File: src/rtl/split_pkg.sv
// Shared types for the split verdict collector: FSM states, default split
// count and the registered verdict record.
package split_pkg;

  typedef enum logic [0:0] {
    COLLECT = 1'b0,
    REPORT  = 1'b1
  } collect_state_t;

  localparam int SPLIT_NUM_DEFAULT = 32;

  // Wide enough for any index of the largest legal split count (256).
  localparam int SPLIT_IDX_MAX_W = 8;

  typedef struct packed {
    logic                       sat;
    logic                       err;
    logic [SPLIT_IDX_MAX_W-1:0] fail_idx;
  } verdict_t;

endpackage

File: src/rtl/sat_counter.sv
// Saturating up-counter with a synchronous clear that takes priority over
// the increment.
module sat_counter #(
  parameter int CNT_W = 16
) (
  input  logic             clk,
  input  logic             rst_n,
  input  logic             inc,
  input  logic             clr,
  output logic [CNT_W-1:0] count
);

  logic [CNT_W-1:0] count_r;

  // Count register: clear first, then increment unless already at all-ones.
  always_ff @(posedge clk or negedge rst_n) begin
    if (!rst_n) begin
      count_r <= {CNT_W{1'b0}};
    end else if (clr) begin
      count_r <= {CNT_W{1'b0}};
    end else if (inc && (count_r != {CNT_W{1'b1}})) begin
      count_r <= count_r + CNT_W'(1);
    end else begin
      count_r <= count_r;
    end
  end

  assign count = count_r;

endmodule

File: src/rtl/split_verdict_collector.sv
// Collects one x bit per split for each candidate assignment, AND-reduces
// them, checks split coverage and reports one verdict per candidate.
module split_verdict_collector
  import split_pkg::*;
#(
  parameter int NUM_SPLITS = SPLIT_NUM_DEFAULT,
  parameter int IDX_W      = $clog2(NUM_SPLITS),
  parameter int CNT_W      = 16
) (
  input  logic             clk,
  input  logic             rst_n,
  input  logic             in_valid,
  output logic             in_ready,
  input  logic [IDX_W-1:0] in_idx,
  input  logic             in_x,
  input  logic             in_last,
  output logic             out_valid,
  input  logic             out_ready,
  output logic             out_sat,
  output logic             out_err,
  output logic [IDX_W-1:0] out_fail_idx,
  output logic [CNT_W-1:0] cand_count,
  output logic [CNT_W-1:0] sat_count,
  input  logic             clear
);

  localparam logic [31:0]           NUM_SPLITS_U = 32'(NUM_SPLITS);
  localparam logic [NUM_SPLITS-1:0] ONE_HOT_BASE = {{(NUM_SPLITS-1){1'b0}}, 1'b1};

  collect_state_t          state_r, state_nxt_s;
  logic                    acc_r, acc_nxt_s;
  logic [NUM_SPLITS-1:0]   seen_r, seen_nxt_s;
  logic                    dup_r, dup_nxt_s;
  logic                    range_err_r, range_err_nxt_s;
  logic                    fail_seen_r, fail_seen_nxt_s;
  logic [IDX_W-1:0]        fail_idx_r, fail_idx_nxt_s;
  verdict_t                verdict_r, verdict_nxt_s;
  logic                    load_s;
  logic                    handshake_s;
  logic                    in_range_s;
  logic [NUM_SPLITS-1:0]   idx_onehot_s;
  logic                    seen_hit_s;
  logic                    err_s;

  // An out-of-range index shifts the bit out entirely, so it never marks seen.
  assign in_range_s   = (32'(in_idx) < NUM_SPLITS_U);
  assign idx_onehot_s = ONE_HOT_BASE << in_idx;
  assign seen_hit_s   = |(seen_r & idx_onehot_s);

  // Next-state and accumulator update for the COLLECT/REPORT handshake FSM.
  always_comb begin
    state_nxt_s     = state_r;
    acc_nxt_s       = acc_r;
    seen_nxt_s      = seen_r;
    dup_nxt_s       = dup_r;
    range_err_nxt_s = range_err_r;
    fail_seen_nxt_s = fail_seen_r;
    fail_idx_nxt_s  = fail_idx_r;
    load_s          = 1'b0;
    handshake_s     = 1'b0;
    case (state_r)
      COLLECT: begin
        if (in_valid) begin
          acc_nxt_s       = acc_r & (in_x | ~in_range_s);
          seen_nxt_s      = seen_r | idx_onehot_s;
          dup_nxt_s       = dup_r | seen_hit_s;
          range_err_nxt_s = range_err_r | ~in_range_s;
          if (!in_x && !fail_seen_r) begin
            fail_idx_nxt_s  = in_idx;
            fail_seen_nxt_s = 1'b1;
          end else begin
            fail_idx_nxt_s  = fail_idx_r;
            fail_seen_nxt_s = fail_seen_r;
          end
          if (in_last) begin
            state_nxt_s = REPORT;
            load_s      = 1'b1;
          end else begin
            state_nxt_s = COLLECT;
          end
        end else begin
          state_nxt_s = COLLECT;
        end
      end
      REPORT: begin
        if (out_ready) begin
          state_nxt_s     = COLLECT;
          handshake_s     = 1'b1;
          acc_nxt_s       = 1'b1;
          seen_nxt_s      = {NUM_SPLITS{1'b0}};
          dup_nxt_s       = 1'b0;
          range_err_nxt_s = 1'b0;
          fail_seen_nxt_s = 1'b0;
          fail_idx_nxt_s  = {IDX_W{1'b0}};
        end else begin
          state_nxt_s = REPORT;
        end
      end
      default: begin
        state_nxt_s = COLLECT;
      end
    endcase
  end

  // Verdict formed from the post-update accumulators so the last beat counts.
  always_comb begin
    err_s                  = dup_nxt_s | range_err_nxt_s | ~(&seen_nxt_s);
    verdict_nxt_s.sat      = acc_nxt_s & ~err_s;
    verdict_nxt_s.err      = err_s;
    verdict_nxt_s.fail_idx = SPLIT_IDX_MAX_W'(fail_idx_nxt_s);
  end

  // FSM state, accumulators and the held verdict.
  always_ff @(posedge clk or negedge rst_n) begin
    if (!rst_n) begin
      state_r     <= COLLECT;
      acc_r       <= 1'b1;
      seen_r      <= {NUM_SPLITS{1'b0}};
      dup_r       <= 1'b0;
      range_err_r <= 1'b0;
      fail_seen_r <= 1'b0;
      fail_idx_r  <= {IDX_W{1'b0}};
      verdict_r   <= '{sat: 1'b0, err: 1'b0, fail_idx: {SPLIT_IDX_MAX_W{1'b0}}};
    end else begin
      state_r     <= state_nxt_s;
      acc_r       <= acc_nxt_s;
      seen_r      <= seen_nxt_s;
      dup_r       <= dup_nxt_s;
      range_err_r <= range_err_nxt_s;
      fail_seen_r <= fail_seen_nxt_s;
      fail_idx_r  <= fail_idx_nxt_s;
      if (load_s) begin
        verdict_r <= verdict_nxt_s;
      end else begin
        verdict_r <= verdict_r;
      end
    end
  end

  assign in_ready     = (state_r == COLLECT);
  assign out_valid    = (state_r == REPORT);
  assign out_sat      = verdict_r.sat;
  assign out_err      = verdict_r.err;
  assign out_fail_idx = IDX_W'(verdict_r.fail_idx);

  sat_counter #(.CNT_W(CNT_W)) u_cand_cnt (
    .clk   (clk),
    .rst_n (rst_n),
    .inc   (handshake_s),
    .clr   (clear),
    .count (cand_count)
  );

  sat_counter #(.CNT_W(CNT_W)) u_sat_cnt (
    .clk   (clk),
    .rst_n (rst_n),
    .inc   (handshake_s & verdict_r.sat),
    .clr   (clear),
    .count (sat_count)
  );

endmodule

File: config.mk
export PLATFORM = sky130hd
export DESIGN_NAME = split_verdict_collector
export DESIGN_NICKNAME = d
export VERILOG_FILES = /design/src/rtl/split_pkg.sv /design/src/rtl/sat_counter.sv /design/src/rtl/split_verdict_collector.sv
export SDC_FILE = /design/constraint.sdc
export NUM_CORES = 1
export LEC_CHECK = 0
export CAP_MARGIN = 20
export CORE_MARGIN = 2
export CORE_UTILIZATION = 40
export DETAILED_ROUTE_END_ITERATION = 7
export GPL_TIMING_DRIVEN = 0
export MAX_ROUTING_LAYER = met4
export PLACE_DENSITY_LB_ADDON = 0.3
export SYNTH_ARGS = -nofsm -noshare
export SYNTH_HDL_FRONTEND = slang
export SYNTH_HIERARCHICAL = 1
export SYNTH_SLANG_ARGS = --single-unit
File: constraint.sdc
create_clock -name clk -period 4.8 [get_ports clk]
set_clock_uncertainty 0.1 [all_clocks]
set_input_delay 1.44 -clock clk [delete_from_list [all_inputs] [get_ports clk]]
set_output_delay 1.44 -clock clk [all_outputs]
set_load 0.02 [all_outputs]
# Word level (Yosys, flattened, before mapping)
# Cells that the tools add are included.
[op_classes]
n_addsub = 2
eq_ne = 5
shift = 1
muxes = 30
bitwise_logic = 11
reduce_logical = 10
[op_table]
columns = ["op", "count"]
rows = [
  ["two-way mux 16 bit", 4],
  ["two-way mux 32 bit", 2],
  ["case mux 32 bit (2 select lines)", 1],
  ["adder 16 x 1 -> 16 bit (second input constant)", 2],
  ["AND 32 bit", 1],
  ["!= test 16 bit (second input constant)", 2],
  ["bitwise OR 32 bit", 1],
  ["AND reduction 32 bit", 1],
  ["OR reduction 32 bit", 1],
  ["left shift 1 x 5 -> 32 bit (first input constant)", 1],
  ["two-way mux 5 bit", 3],
  ["two-way mux 1 bit", 14],
  ["case mux 1 bit (2 select lines)", 5],
  ["case mux 5 bit (2 select lines)", 1],
  ["!= test 2 bit (second input constant)", 2],
  ["nonzero test 2 bit", 2],
  ["AND 1 bit", 3],
  ["logical AND 1 bit", 3],
  ["NOT 1 bit", 3],
  ["bitwise OR 1 bit", 3],
  ["AND reduction 3 bit", 1],
  ["logical NOT 1 bit", 2],
  ["!= test 2 x 1 -> 1 bit (second input constant)", 1],
]
[totals]
ff_bits = 81
in_bits = 12
wordCells = 71

# Logic depth before layout (Yosys ltp)
# Gate-level depths: netlist of the first run.
[depth]
ltp_word = 10
ltp_mapped = 8
depth_no_buf = 7

# Cells and area by module
# The synthesis of the first run kept the hierarchy.
[by_module_without_submodules]
columns = ["mod", "instances", "cells_per_inst", "area_per_inst_um2", "seq_area_each_um2"]
rows = [
  ["split_verdict_collector", 1, 271, 2650.0, 1227.4],
  ["sat_counter", 2, 98, 942.2, 400.4],
]

# Worst setup path after synthesis of the first run
# OpenSTA, ideal clock, no wires.
[synth_path]
path_kind = "input -> register"
startpoint = "input port in_idx[0]"
endpoint = "register verdict_r, in the netlist out_err"
t_arrival_ns = 2.915
t_required_ns = 4.568
path_slack_ns = 1.652
stages = 7
cell_sequence = "buf_4 -> or3b_4 -> o41ai_2 -> o21ai_1 -> nor4_2 -> nand3_1 -> a2bb2oi_1"
[synth_via]
elab_chain_cells = 8
elab_cells_between_ends = 13
[synth_rtl]
columns = ["item", "line", "rtl"]
rows = [
  ["start, declared", "split_verdict_collector.sv:14", "input logic [IDX_W-1:0] in_idx,"],
  ["left shift 1 x 5 -> 32 bit *", "split_verdict_collector.sv:47", "assign idx_onehot_s = ONE_HOT_BASE << in_idx;"],
  ["AND 32 bit", "split_verdict_collector.sv:48", "assign seen_hit_s = |(seen_r & idx_onehot_s);"],
  ["OR reduction 32 bit", "split_verdict_collector.sv:48", ""],
  ["bitwise OR 1 bit", "split_verdict_collector.sv:66", "dup_nxt_s = dup_r | seen_hit_s;"],
  ["two-way mux 1 bit", "split_verdict_collector.sv:63", "if (in_valid) begin"],
  ["case mux 1 bit (2 select lines)", "split_verdict_collector.sv:61", "case (state_r)"],
  ["bitwise OR 1 bit", "split_verdict_collector.sv:107", "err_s = dup_nxt_s | range_err_nxt_s | ~(&seen_nxt_s);"],
  ["bitwise OR 1 bit *", "split_verdict_collector.sv:107", ""],
  ["end signal, assigned", "split_verdict_collector.sv:123", "verdict_r <= '{sat: 1'b0, err: 1'b0, fail_idx: {SPLIT_IDX_MAX_W{1'b0}}};"],
  ["end signal, assigned", "split_verdict_collector.sv:133", "verdict_r <= verdict_nxt_s;"],
  ["end signal, assigned", "split_verdict_collector.sv:135", "verdict_r <= verdict_r;"],
  ["end, declared", "split_verdict_collector.sv:37", "verdict_t verdict_r, verdict_nxt_s;"],
]
# Every way passes the cells marked *; elsewhere a longest branch is shown, timed or not.
# A chain may end at the register's enable or synchronous reset.

# Worst setup path in the final report of the first run
[layout_path]
startpoint = "input port in_valid"
endpoint = "register verdict_r, in the netlist out_err"
[layout_via]
elab_chain_cells = 5
elab_cells_between_ends = 10
[layout_rtl]
columns = ["item", "line", "rtl"]
rows = [
  ["start, declared", "split_verdict_collector.sv:12", "input logic in_valid,"],
  ["two-way mux 32 bit", "split_verdict_collector.sv:63", ""],
  ["case mux 32 bit (2 select lines)", "split_verdict_collector.sv:61", ""],
  ["AND reduction 32 bit", "split_verdict_collector.sv:107", ""],
  ["NOT 1 bit", "split_verdict_collector.sv:107", ""],
  ["bitwise OR 1 bit", "split_verdict_collector.sv:107", ""],
]
# Several ways; a longest one is shown, not always the timed one.

==> results of run 1 <==
## layout make-up
type / instances / area [sq um]
clock inverter: 3 / 40.04
multi-input combinational: 330 / 2255
buffer: 33 / 165.2
tap: 140 / 175.2
timing repair buffer: 50 / 515.5
fill: 1025 / 5414
sequential: 81 / 2028
clock buffer: 12 / 256.5
inverter: 23 / 86.33
## path summary, 6_finish.rpt
kind | from | endpoint | slack, ns | cells after the start
max | in_valid | out_err$_DFFE_PN0P_ | 0.91 | 8
min | range_err_r$_DFF_PN0_ | range_err_r$_DFF_PN0_ | 0.39 | 1
max reg2reg | out_valid$_DFF_PN0_ | out_err$_DFFE_PN0P_ | 2.12 | 8
min reg2reg | range_err_r$_DFF_PN0_ | range_err_r$_DFF_PN0_ | 0.39 | 1
max in group asynchronous | rst_n | acc_r$_DFF_PN1_ | 3.02 | 2
min in group asynchronous | rst_n | u_sat_cnt/count[5]$_DFFE_PN0P_ | 0.93 | 1
## per-stage QoR
step | hold slack, ns | setup TNS (ns) | setup slack (ns) | cell area, sq um | util
2_1_floorplan | 0.3462 | 0 | 1.652 | 4534 | -
3_3_place_gp | 0.3647 | -62.50 | -0.7879 | 5200 | 0.4755
3_5_place_dp | 0.3777 | 0 | 0.5553 | 5225 | 0.4778
4_1_cts | 0.3951 | 0 | 0.9169 | 5522 | 0.5049
5_1_grt | 0.4122 | 0 | 0.7419 | 5522 | 0.5049
6_report | 0.3933 | 0 | 0.9146 | 5522 | 0.5049
## flip-flops by register name, indices dropped and copies added (netlist names), 5 cells and up
register	cells
u_cand_cnt/count	16
u_sat_cnt/count	16
out_fail_idx	5
fail_idx_r	5
seen_r	32
## routing by layer
metal / share of wire / vias up
met5: 0 / -
met4: 0.015 / 0
met3: 0.061 / 17
met2: 0.48 / 131
met1: 0.45 / 2024
li1: - / 1894
## cells in the mapped netlist, types with 3 or more instances
master     count
dfrtp_1       80
nand2_1       51
a21oi_1       26
inv_1         23
o21ai_0       20
clkbuf_1      17
a32oi_1       15
nor2_1        15
nand4_1       14
nor2b_1       14
o31ai_1       14
nor4_1        12
nand3_1       11
or4_1         10
buf_2          9
mux2_1         8
o21ai_1        8
a22o_1         7
and3_1         7
mux2_2         6
a32o_1         5
and2_1         5
mux2i_1        5
nand2b_1       5
nor3_1         5
or3_1          5
a31o_2         4
a31oi_1        4
and4_2         4
nand3b_1       4
or4_2          4
a2111oi_0      3
buf_6          3
mux4_2         3
## cells by family (layout without fill, tap and decap cells)
group                      after synthesis  in the layout  synth area share
AOI/OAI and AO/OA                      122            122            0.1896
adders and majority gates                2              2          0.005518
buffers and inverters                   56            121           0.05546
DFF                                     81             81            0.4473
muxes                                   22             22           0.06071
and+or+nand+nor                        184            184            0.2414
## critical path: stages
cell	delay [ns]
clkdlybuf4s50_1	0.66
nor3b_2	0.39
buf_4	0.25
nand3_1	0.10
a2111oi_0	0.54
and4_1	0.38
nand3_1	0.09
a2bb2oi_1	0.14
## power by group
group          internal (uW)  leakage, uW  switching, uW
registers                727      0.00110           29.4
logic                   88.1      0.00106            132
clock network            427     0.000148            269
==> flow_summary.toml, run 1 <==
[synthesis]
ys_ff_latch = 81
syn-num-nets = 481
synth_top_area_share = 0.4415
yosysWarnings = 6
avgSynthCellArea_sq_um = 9.710
yosysUniqueCellTypes = 61
synthCells = 467
synth-edff-count = 0
ys_seq_area_frac = 0.4473
yosys.area.top_type = "dfrtp_1"
synthTopCellsByArea = "dfrtp_1 44%, nand2_1 4.2%, a32oi_1 2.9%"
synth_ff_type = "dfrtp_1"
async_reset_ff_frac = 1.000
netlist_area_sq_um = 4534

[place]
place_congestion = 0.9599
dp_hpwl_um = 8909
dp.cells = 657
port_buffers = 49

[job]
maxCapViolations = 0

[cells_and_area]
drive_above_1_share = 0.1297
area_delta_synth_final_pct = 21.77
n_antenna_cell = 0
mostFrequentLayoutCell = "dfrtp_1"
final_cells = 672
layout.nets = 542
final_cell_mix = "80 x dfrtp_1, 51 x nand2_1, 48 x clkdlybuf4s50_1, 26 x a21oi_1, 23 x inv_1"

[global_routing]
grt-busiest-layer = "met2"
use_met1 = 0.2817
grt_remaining_overflow = 0
grt_max_degree = 52
grt_util_all_layers = 0.2121
grt_pass1_wl_um = 20470
global_route.usage.met3 = 0.04171
grt_pass1_vias = 3956
met2_usage = 0.3313
antenna_found_initial = 0

[pwr]
power_uw = 1672
p_leak_uw = 0.002309
p_per_area_nw_per_um2 = 302.8
max-vdd-ir-drop_v = 0.0001763

[die]
coreArea_sq_um = 10940
initial_utilization = 0.4146
fp.dieArea_sq_um = 12200
die_x_um = 110.5
io-pin-count = 53
row_count = 38
die_h_um = 110.5

[setup_path]
critPathMaxFanout = 10
cp.required_ns = 4.91
cp-end-kind = "register"
worstSetupPathType = "primary input to register"
worst-endpoint-arrival_ns = 3.99
start_kind = "primary input"

[clocking]
cts_root_buf = "clkbuf_16"
clkLatencyLatePin_ns = 0.34
cts.clk_slew.worst_paths_ns = 0.06
cts_tree = "done"
htree_levels = 3
post-cts-setup-buffer-count = 0
cts_max_path_buffers = 2
cts_sinks = 81
numCtsBuffers = 9
cts-hold-fix-buffers = 0
ctsResizeCount = 0

[sta]
post-route-min-period_ns = 3.885
rsz0062_at_grt = "false"
final-hold-violation-count = 0
setup_viol = 0
slew_headroom = 0.6294
fin_crit_sh = 0.8095
max_freq_ghz = 0.2574
slew_viol_final = 0
tightestPinTransition_ns = 0.5559

[route]
drc = 0
wire_per_inst_um = 18.44
first_pass_iters = 5
drt_iter0_markers = 433
routed_via_density = 6.051
drtAntennaViolNets = 0
wl_um = 12390
vias = 4066

[min_path]
hold_path.class = "register to register"

[outcome]
status = "completed"
No activity file was read; power rests on OpenSTA's default activity.
==> inputs of run 2 (changes only) <==
==> constraint.sdc (replaced) <==
create_clock -name clk -period 3.5 [get_ports clk]
set_clock_uncertainty 0.1 [all_clocks]
set_input_delay 1.05 -clock clk [delete_from_list [all_inputs] [get_ports clk]]
set_output_delay 1.05 -clock clk [all_outputs]
set_load 0.02 [all_outputs]
==> run 2 against run 1 <==
Compared with the run above: sequential share of layout area barely moved; combinational power rose by 37%; setup slack got worse by 0.75 ns; clock power rose by 37%; hold slack improved by 0.0012 ns; register-to-register slack got worse by 1.3 ns; critical path type unchanged.
==> flow_summary.toml, run 2 (same netlist as run 1, synthesis figures left out) <==
[global_routing]
antenna_found_initial = 0
grt_pass1_wl_um = 20470
grt_remaining_overflow = 0
grt_pass1_vias = 3956
grt_util_all_layers = 0.2121
grt_max_degree = 52

[min_path]
holdCritStartpoint = "range_err_r$_DFF_PN0_"
hold_path.class = "register to register"
min_delay_path_depth = 1
holdPathEnd = "range_err_r$_DFF_PN0_"

[cells_and_area]
final_cell_mix = "80 x dfrtp_1, 51 x nand2_1, 47 x clkdlybuf4s50_1, 26 x a21oi_1, 23 x inv_1"
area_delta_synth_final_pct = 21.83
top_register = "seen_r"
drive_above_1_share = 0.1302
mostFrequentLayoutCell = "dfrtp_1"
nFillCells = 1021
n_antenna_cell = 0
largest_reg_flops = 32
final_area_sq_um = 5524
final_cells = 670
layout.nets = 540
utilization = 0.5051

[place]
dp.cells = 657
place_congestion = 0.9599
dpl_cell_area_sq_um = 5225
port_buffers = 49
dp_hpwl_um = 8909

[job]
maxCapViolations = 0

[route]
drt_iter0_markers = 366
wl_um = 12350
wire_per_inst_um = 18.44
first_pass_iters = 5
vias = 4047
routed_via_density = 6.040
drtAntennaViolNets = 0
drc = 0

[die]
io-pin-count = 53
coreArea_sq_um = 10940
die_h_um = 110.5
fp.dieArea_sq_um = 12200
die_x_um = 110.5
row_count = 38
initial_utilization = 0.4146

[pwr]
comb_power_share = 0.131
max-vdd-ir-drop_v = 0.0002425
p_int_uw = 1704
power_uw = 2293
p_per_area_nw_per_um2 = 415.0
p_sw_frac = 0.2569
p_leak_uw = 0.002318
switchingPower_uw = 588.9
p_clk_frac = 0.415
seqPwrFrac = 0.453

[clocking]
numCtsBuffers = 9
cts_sinks = 81
cts.clk_slew.worst_paths_ns = 0.06
cts-hold-fix-buffers = 0
htree_levels = 3
cts_tree = "done"
cts_root_buf = "clkbuf_16"
post-cts-setup-buffer-count = 0
cts_max_path_buffers = 2
clkLatencyLatePin_ns = 0.34
ctsResizeCount = 0

[setup_path]
reg2reg_slack_ns = 0.86
r2r_start = "out_valid$_DFF_PN0_"
cp.required_ns = 3.61
critPathMaxFanout = 10
worstSetupPathType = "primary input to register"
worst-endpoint-arrival_ns = 3.44
cp-end-kind = "register"
r2r-end = "out_err$_DFFE_PN0P_"
start_kind = "primary input"
worstRegToRegCells = 8

[sta]
tightestPinTransition_ns = 0.5590
fin_crit_sh = 0.9525
max_freq_ghz = 0.3000
holdWs_ns = 0.3945
slew_viol_final = 0
slew_headroom = 0.6257
post-route-min-period_ns = 3.334
final-hold-violation-count = 0
setup_viol = 0
rsz0062_at_grt = "false"

[outcome]
status = "completed"
==> run 2: worst max-delay path: stages <==
cell	delay (ns)
clkdlybuf4s50_1	0.41
buf_2	0.20
nor2b_1	0.12
clkbuf_1	0.40
a32oi_1	0.25
a2111oi_0	0.44
and4_1	0.34
nand3_1	0.09
a2bb2oi_1	0.14
==> run 2: layout make-up <==
class	count	area [sq um]	area share
Sequential cell	81	2028	0.3672
Clock inverter	3	40.04	0.007248
Clock buffer	12	256.5	0.04643
Tap cell	140	175.2	0.03171
Inverter	23	86.33	0.01563
Timing Repair Buffer	50	518.0	0.09377
Multi-Input combinational cell	330	2262	0.4095
Buffer	31	157.7	0.02854
==> run 2: worst max-delay path by stage <==
stage	startpoint	to	slack, ns	depth (start not counted)
6_report	in_idx[3]	out_err$_DFFE_PN0P_	0.17	9
5_1_grt	in_idx[3]	out_err$_DFFE_PN0P_	0.04	9
4_1_cts	in_valid	out_err$_DFFE_PN0P_	0.007	8
3_5_place_dp	in_valid	out_err$_DFFE_PN0P_	-0.35	8
3_3_place_gp	rst_n	seen_r[13]$_DFF_PN0_	-1.70	1
2_1_floorplan	in_idx[0]	out_err$_DFFE_PN0P_	0.74	7
==> run 2: metrics by stage <==
step / setup slack [ns] / TNS [ns]
after global routing: 0.03653 / 0
after global placement: -1.698 / -136.73
after floorplan: 0.7423 / 0
after CTS: 0.006945 / 0
after detailed placement: -0.3547 / -0.7241
final: 0.1664 / 0
==> run 2: per-layer routing <==
metal  wire, um  share of wire  global-route usage
met2       5996           0.49              0.3313
met4        159          0.013             0.06333
met3        625          0.051             0.04171
met5          0              0                   -
met1       5571           0.45              0.2817
==> run 2: power groups by stage <==
stage,Clock [uW],Sequential [uW],Combinational (uW)
after floorplan,0,1060,161
after global placement,0,1050,294
after detailed placement,0,1050,302
after CTS,978,1040,303
after global routing,1020,1050,331
final,953,1040,301
==> inputs of run 3 (changes only) <==
--- a/config.mk
+++ b/config.mk
@@ -6,7 +6,7 @@
 export NUM_CORES = 1
 export LEC_CHECK = 0
 export CAP_MARGIN = 20
-export CORE_MARGIN = 2
+export CORE_MARGIN = 10
 export CORE_UTILIZATION = 40
 export DETAILED_ROUTE_END_ITERATION = 7
 export GPL_TIMING_DRIVEN = 0
==> run 3 against run 2 <==
Compared with the run above: critical path depth fell by 1; design area increased by 0.72%; via count rose by 0.57%; routed wire length grew 5.7%; clock power up 13%; non-clock buffer count rose by 1; total power is 5.6% higher; cell count is 0.30% higher.
==> flow_summary.toml, run 3 (same netlist as run 1, synthesis figures left out) <==
[die]
row_count = 38
coreArea_sq_um = 10980
fp.dieArea_sq_um = 15990
die_x_um = 126.5
die_h_um = 126.5
io-pin-count = 53
initial_utilization = 0.4129

[job]
maxCapViolations = 0

[pwr]
max-vdd-ir-drop_v = 0.0002717
p_per_area_nw_per_um2 = 435.3
p_leak_uw = 0.002323

[setup_path]
worst-endpoint-arrival_ns = 3.49
r2r_start = "out_valid$_DFF_PN0_"
start_kind = "primary input"
critPathLaunch = "in_valid"
cp-end-kind = "register"
cp.required_ns = 3.61
critPathMaxFanout = 10
reg2reg_slack_ns = 0.84
worstSetupPathType = "primary input to register"

[place]
dp.cells = 657
port_buffers = 49
dpl_cell_area_sq_um = 5225
dp_hpwl_um = 9395
place_congestion = 0.9164

[global_routing]
grt_max_degree = 54
grt_pass1_wl_um = 21300
antenna_found_initial = 0
grt_util_all_layers = 0.1644
grt_remaining_overflow = 0
grt_pass1_vias = 4118

[clocking]
htree_levels = 3
cts_tree = "done"
cts_max_path_buffers = 2
clkLatencyLatePin_ns = 0.34
post-cts-setup-buffer-count = 0
cts-hold-fix-buffers = 0
numCtsBuffers = 9
cts_sinks = 81
cts.clk_slew.worst_paths_ns = 0.06
cts_root_buf = "clkbuf_16"
ctsResizeCount = 0

[cells_and_area]
mostFrequentLayoutCell = "dfrtp_1"
ff_latch_area_sq_um = 2028
largest_reg_flops = 32
drive_above_1_share = 0.1316
area_delta_synth_final_pct = 22.71
top_register = "seen_r"
final_cells = 672
layout.nets = 541
nFillCells = 1011
final_cell_mix = "80 x dfrtp_1, 51 x nand2_1, 48 x clkdlybuf4s50_1, 26 x a21oi_1, 23 x inv_1"
n_antenna_cell = 0
final_area_sq_um = 5564
multi_input_area_sq_um = 2261

[route]
drtAntennaViolNets = 0
first_pass_iters = 5
drt_iter0_markers = 630
routed_via_density = 6.057
vias = 4070
wl_um = 13060
drc = 0
wire_per_inst_um = 19.43

[sta]
final-hold-violation-count = 0
fin_crit_sh = 0.9669
max_freq_ghz = 0.2955
tightestPinTransition_ns = 0.5626
slew_viol_final = 0
post-route-min-period_ns = 3.384
rsz0062_at_grt = "false"
setup_tns_ns = 0
setup_viol = 0
slew_headroom = 0.6222

[min_path]
holdCritStartpoint = "range_err_r$_DFF_PN0_"
hold_path.class = "register to register"

[outcome]
status = "completed"
==> run 3: changes by cell type in the layout (fill, tap and decap cells not counted), sizes merged <==
| cell | before | now |
|---|---|---|
| dlymetal6s2s | 1 | 0 |
| clkdlybuf4s50 | 47 | 48 |
| bufinv | 1 | 3 |
==> run 3: layout make-up <==
cell class	count	area share
plain buffers	32	0.02901
clock buffers	11	0.04183
clock inverters	5	0.01866
inverters	23	0.01552
multi-input cells	330	0.4063
flip-flops and latches	81	0.3645
well taps	140	0.03148
repair buffers	50	0.09265
==> run 3: per-stage QoR <==
stage / hold WS, ns / util / worst slack, ns / total power, uW
after floorplan: 0.3462 / - / 0.7423 / 1223
after global placement: 0.3621 / 0.4735 / -1.657 / 1348
after detailed placement: 0.3725 / 0.4757 / -0.3172 / 1360
after CTS: 0.3902 / 0.5064 / 0.04381 / 2441
after global routing: 0.4222 / 0.5066 / 0.01961 / 2512
final: 0.3923 / 0.5066 / 0.1157 / 2422
==> run 3: final timing paths <==
kind,to,cells after the start
worst max-delay path,out_err$_DFFE_PN0P_,8
worst min-delay path,range_err_r$_DFF_PN0_,1
worst max register to register,out_err$_DFFE_PN0P_,8
worst min register to register,range_err_r$_DFF_PN0_,1
max in group asynchronous,acc_r$_DFF_PN1_,2
min in group asynchronous,u_sat_cnt/count[6]$_DFFE_PN0P_,1
==> run 3: report_power, final <==
part / total, uW / switching, uW / internal, uW
Combinational: 305 / 185 / 121
Clock: 1080 / 380 / 698
Sequential: 1040 / 42.2 / 997
Total: 2420 / 606 / 1820
==> run 3: critical path, cell delays in order <==
cell and delay, ns:
clkdlybuf4s50_1 0.64, nor3b_2 0.36, buf_4 0.25, nand3_1 0.13, a2111oi_2 0.47, and4_1 0.33, nand3_1 0.11, a2bb2oi_1 0.15
==> run 3: routing by layer <==
layer,GRT usage,wire [um]
met5,-,0
met2,0.2512,6115
met3,0.05123,876
met4,0.05358,282
met1,0.2028,5781
